`src/rtl/c_slice_serializer.sv`:
```
// ============================================================================
//  Module  : c_slice_serializer
//  Brief   : Captures the 36 live bits of the C result bus and emits them as
//            nine 4-bit slice nibbles with a running XOR checksum and word count.
//  Revision: 1.0
// ============================================================================
`default_nettype none

module c_slice_serializer #(
    parameter int DW     = 41,
    parameter int NSLICE = 9,
    parameter int CNTW   = 16
) (
    input  logic            clk,
    input  logic            rst_n,
    input  logic            in_valid,
    output logic            in_ready,
    input  logic [DW-1:0]   in_data,
    output logic            out_valid,
    input  logic            out_ready,
    output logic [3:0]      out_nibble,
    output logic [3:0]      out_idx,
    output logic            out_last,
    output logic [3:0]      out_chk,
    output logic [CNTW-1:0] word_cnt
);

    localparam int         C_HW   = 4 * NSLICE;
    localparam logic [3:0] C_LAST = 4'(NSLICE - 1);

    typedef enum logic [0:0] {
        ST_IDLE  = 1'b0,
        ST_SHIFT = 1'b1
    } state_t;

    state_t            state_q, state_d;
    logic [C_HW-1:0]   hold_q,  hold_d;
    logic [3:0]        idx_q,   idx_d;
    logic [3:0]        chk_q,   chk_d;
    logic [CNTW-1:0]   cnt_q,   cnt_d;

    logic [3:0]        w_slice [NSLICE];
    logic              w_beat;
    logic              w_at_last;

    // Upper C-bus bits carry no slice data; only reduced here so they are consumed.
    logic              unused_hi_bits;
    assign unused_hi_bits = ^in_data[DW-1:C_HW];

    generate
        for (genvar k = 0; k < NSLICE; k++) begin : g_slice
            assign w_slice[k] = hold_q[4*k +: 4];
        end
    endgenerate

    assign w_at_last  = (idx_q == C_LAST);
    assign out_valid  = (state_q == ST_SHIFT);
    assign out_nibble = w_slice[idx_q];
    assign out_idx    = idx_q;
    assign out_last   = out_valid && w_at_last;
    assign out_chk    = chk_q ^ out_nibble;
    assign word_cnt   = cnt_q;
    assign w_beat     = out_valid && out_ready;
    assign in_ready   = (state_q == ST_IDLE) || (w_beat && out_last);

    always_comb begin
        state_d = state_q;
        hold_d  = hold_q;
        idx_d   = idx_q;
        chk_d   = chk_q;
        cnt_d   = cnt_q;
        unique case (state_q)
            ST_IDLE: begin
                if (in_valid) begin
                    hold_d  = in_data[C_HW-1:0];
                    idx_d   = 4'd0;
                    chk_d   = 4'd0;
                    state_d = ST_SHIFT;
                end
            end
            ST_SHIFT: begin
                if (w_beat) begin
                    if (!w_at_last) begin
                        idx_d = idx_q + 4'd1;
                        chk_d = chk_q ^ out_nibble;
                    end else begin
                        cnt_d = cnt_q + CNTW'(1);
                        idx_d = 4'd0;
                        // Back-to-back load keeps the output stream gap-free.
                        if (in_valid) begin
                            hold_d = in_data[C_HW-1:0];
                            chk_d  = 4'd0;
                        end else begin
                            state_d = ST_IDLE;
                        end
                    end
                end
            end
            default: state_d = ST_IDLE;
        endcase
    end

    always_ff @(posedge clk or negedge rst_n) begin
        if (!rst_n) begin
            state_q <= ST_IDLE;
            hold_q  <= '0;
            idx_q   <= 4'd0;
            chk_q   <= 4'd0;
            cnt_q   <= '0;
        end else begin
            state_q <= state_d;
            hold_q  <= hold_d;
            idx_q   <= idx_d;
            chk_q   <= chk_d;
            cnt_q   <= cnt_d;
        end
    end

endmodule

`default_nettype wire

```
`config.mk`:
```
export PLATFORM = sky130hd
export DESIGN_NAME = c_slice_serializer
export DESIGN_NICKNAME = d
export VERILOG_FILES = /design/src/rtl/c_slice_serializer.sv
export SDC_FILE = /design/constraint.sdc
export NUM_CORES = 1
export LEC_CHECK = 0
export ABC_AREA = 1
export BUFFER_PORTS_ARGS = -buffer_cell sky130_fd_sc_hd__buf_2
export CORE_UTILIZATION = 35
export CTS_BUF_LIST = sky130_fd_sc_hd__clkbuf_16
export CTS_CLUSTER_DIAMETER = 120
export DETAILED_ROUTE_END_ITERATION = 16
export PLACE_DENSITY_LB_ADDON = 0.12
export SYNTH_ARGS = -nofsm -noshare
export SYNTH_HDL_FRONTEND = slang
export SYNTH_SLANG_ARGS = --single-unit
export TNS_END_PERCENT = 5
```
`constraint.sdc`:
```
create_clock -name clk -period 3 [get_ports clk]
set_input_delay 0.15 -clock clk [delete_from_list [all_inputs] [get_ports clk]]
set_output_delay 0.15 -clock clk [all_outputs]
set_load 0.02 [all_outputs]
```
==> metrics <==
outcome complete, no violations; commonest non-fill, non-tap cell in the layout buf_2; max_cap viols 0; post-CTS setup buffer count 0; worst hold endpoint hold_q[0]; post-DR vias/cell 4.629; final setup fails 0; final hold viol count 0; Synth Register Bits 61; hold path cells 2; worst-path cell chain buf_4, nor2_1, nor2_1, o21ai_0, o211ai_1, nand3_1, nand2_1, nand2_1, and2_1, buf_2; crit start category flop; Skew-Pair Late Insertion Delay roughly 0.32 ns; Final GP Congestion 0.7273; Port Buffers 70; Post-Syn Area per Cell 9.903 um^2; Final Max Tran Viols 0; Post-Route WL approximately 6500 um; met2 Use GR between 20% and 30%; Critical-path top delay cell dfrtp_1; Total Neg Setup Slack 0 ns; initial antenna violation count 0; capture instance of the worst register-to-register path hold_q[32]; total power approximately 0.0037 W; area share of the largest cell type after synthesis 50.71%; CTS Sinks a little over 60; CTS buffer count 9; clock skew 0.004975 ns; FP Rows 33; Hold Buf Count CTS 1; Top-Level Pins 76; nets@finish 430; LEAKAGE between 1.5 and 2 nW; final critical-path share of the clock period approximately 75%; # diodes 0; fmax 443.0 MHz; GR peak layer met2; RSZ-0062 raised after global routing false; setup slack, reg-to-reg 0.87 ns; DRT antenna net count 0; DRC errors left 0; R2R cell count 9; minimum clock period between 2 and 2.5 ns; min-delay src in_data[0]; GR met3 Demand/Resource 3.784%; Syn Inst Count around 300; Unique masters post-synth 29; Setup CP Type reg2out; slew margin rel. a little under two thirds; Slew @ Worst Pin 0.5432 ns; most area-hungry cell type in the Yosys netlist dfrtp_1; vias in the first global route 2136; post-synth net total around 350; CTS resizes 0; clk root buf clkbuf_16; Die Ht around 95 um; CP top delay family simple AND/OR/NAND/NOR gates; largest net degree at the start of global routing 43; Die W between 90 and 100 um; CTS tree yes; Worst IR Drop VDD ~0.37 mV; H-tree levels 3; Mapped Area about 3000 um^2; pwr dens around 990 nW/um^2; CORE AREA about 8300 um^2; die area ~9000 um^2; most frequent cells in the layout 70 x buf_2, 61 x dfrtp_1, 47 x nand2_1, 32 x nor2_1, 30 x inv_1; post-synthesis sequential area ratio around 50%; yosys warns 0; Worst Hold Class in2reg; Area Growth Syn to Fin 23.77%; Fin Hold WS slightly above 0.06 ns; first-pass GRT wire length between 10000 and 15000 um; Avg WL per Cell about 13 um; peak fanout along the critical path 13; post-layout util 45.12%; met1 Use GR roughly a fifth; top post-synthesis cells by area dfrtp_1 51%, mux2_2 6.4%, nand2_1 5.9%; Worst-path clk slew around 0.050 ns; layout cell share with drive strength beyond 1 ~33%; Total GRT Usage between 10% and 20%; worst r2r src out_idx[0]; WP data arrival between 2 and 2.5 ns; grt ovf 0; max incr delay on CP between 0.5 and 0.6 ns; DP HPWL 4772 um; CTS max path bufs 2; 1st-pass router iterations 4; critical path buffer and inverter count 2; Crit. End Element output pin; initial drt markers 87; Starting Density approximately 36%; vias around 2300; WP data required approximately 2.9 ns
[flip-flops by register name, summed over array words and instances, names as in the netlist]
signal and flops:
word_cnt 16, out_idx 4, out_valid 1, hold_q 36, chk_q 4
[worst register-to-register path, cell delays in order (launching register included)]
cell and delay [ns]:
dfrtp_1 0.56, inv_1 0.11, ha_1 0.24, nand3_4 0.14, nor2_8 0.06, inv_2 0.07, nand2_4 0.06, nand2_2 0.08
buf_4 0.31, mux2_2 0.38
[per-stage QoR]
step,instances,setup WS [ns],cell area [um^2]
after floorplan,304,0.6685,3010
after global placement,475,0.8714,3470
after detailed placement,475,0.8373,3470
after CTS,490,0.7138,3726
after global routing,490,0.5045,3726
final,490,0.7427,3726
[worst max path at each step]
stage	from	endpoint	cells past startpoint
2_1_floorplan	out_idx[0]	hold_q[15]	11
3_3_place_gp	out_idx[0]	hold_q[1]	9
3_5_place_dp	out_idx[0]	hold_q[32]	9
4_1_cts	out_idx[0]	out_chk[1]	9
5_1_grt	out_idx[0]	out_chk[1]	9
6_report	out_idx[0]	out_chk[2]	10
[Yosys cell counts (all sizes together)]
library cell,n
dfrtp,61
nand2,50
nor2,35
inv,30
mux2,28
nand3,19
o21ai,15
xor2,14
a21oi,11
buf,7
o211ai,6
and2,4
clkbuf,4
nand4,4
ha,3
nand3b,3
nor3,3
nor4,3
xnor2,3
clkinv,1
[final cells by class]
type | count | area (um^2)
repair buffers | 78 | 412.9
well taps | 105 | 131.4
inverters | 31 | 117.6
clock buffers | 9 | 225.2
clock inverters | 5 | 21.27
flip-flops and latches | 61 | 1526
multi-input cells | 201 | 1291
fillers | 868 | 4532
[layer usage]
layer  wire, um  vias up
met2       2966       42
met5          0        -
met4         72        0
met3        262        7
li1           -     1152
met1       3200     1067
[cell families (layout without fill, tap and decap cells)]
| family | count (synthesis) | after routing | synth area share (%) |
|---|---|---|---|
| AOI/OAI and AO/OA | 32 | 32 | 5.819 |
| muxes | 28 | 28 | 11.85 |
| DFF | 61 | 61 | 50.71 |
| buffers and inverters | 42 | 123 | 6.400 |
| and+or+nand+nor | 121 | 121 | 19.04 |
| xor gates and xnor gates | 17 | 17 | 4.946 |
| adders and majority gates | 3 | 3 | 1.247 |
[report_power, final]
group	internal, W	switching, W	total [W]
combinational	0.000636	0.000830	0.00147
sequential	0.00113	0.000207	0.00134
clock	0.000536	0.000331	0.000867
Power figures use the tool's default switching activity.
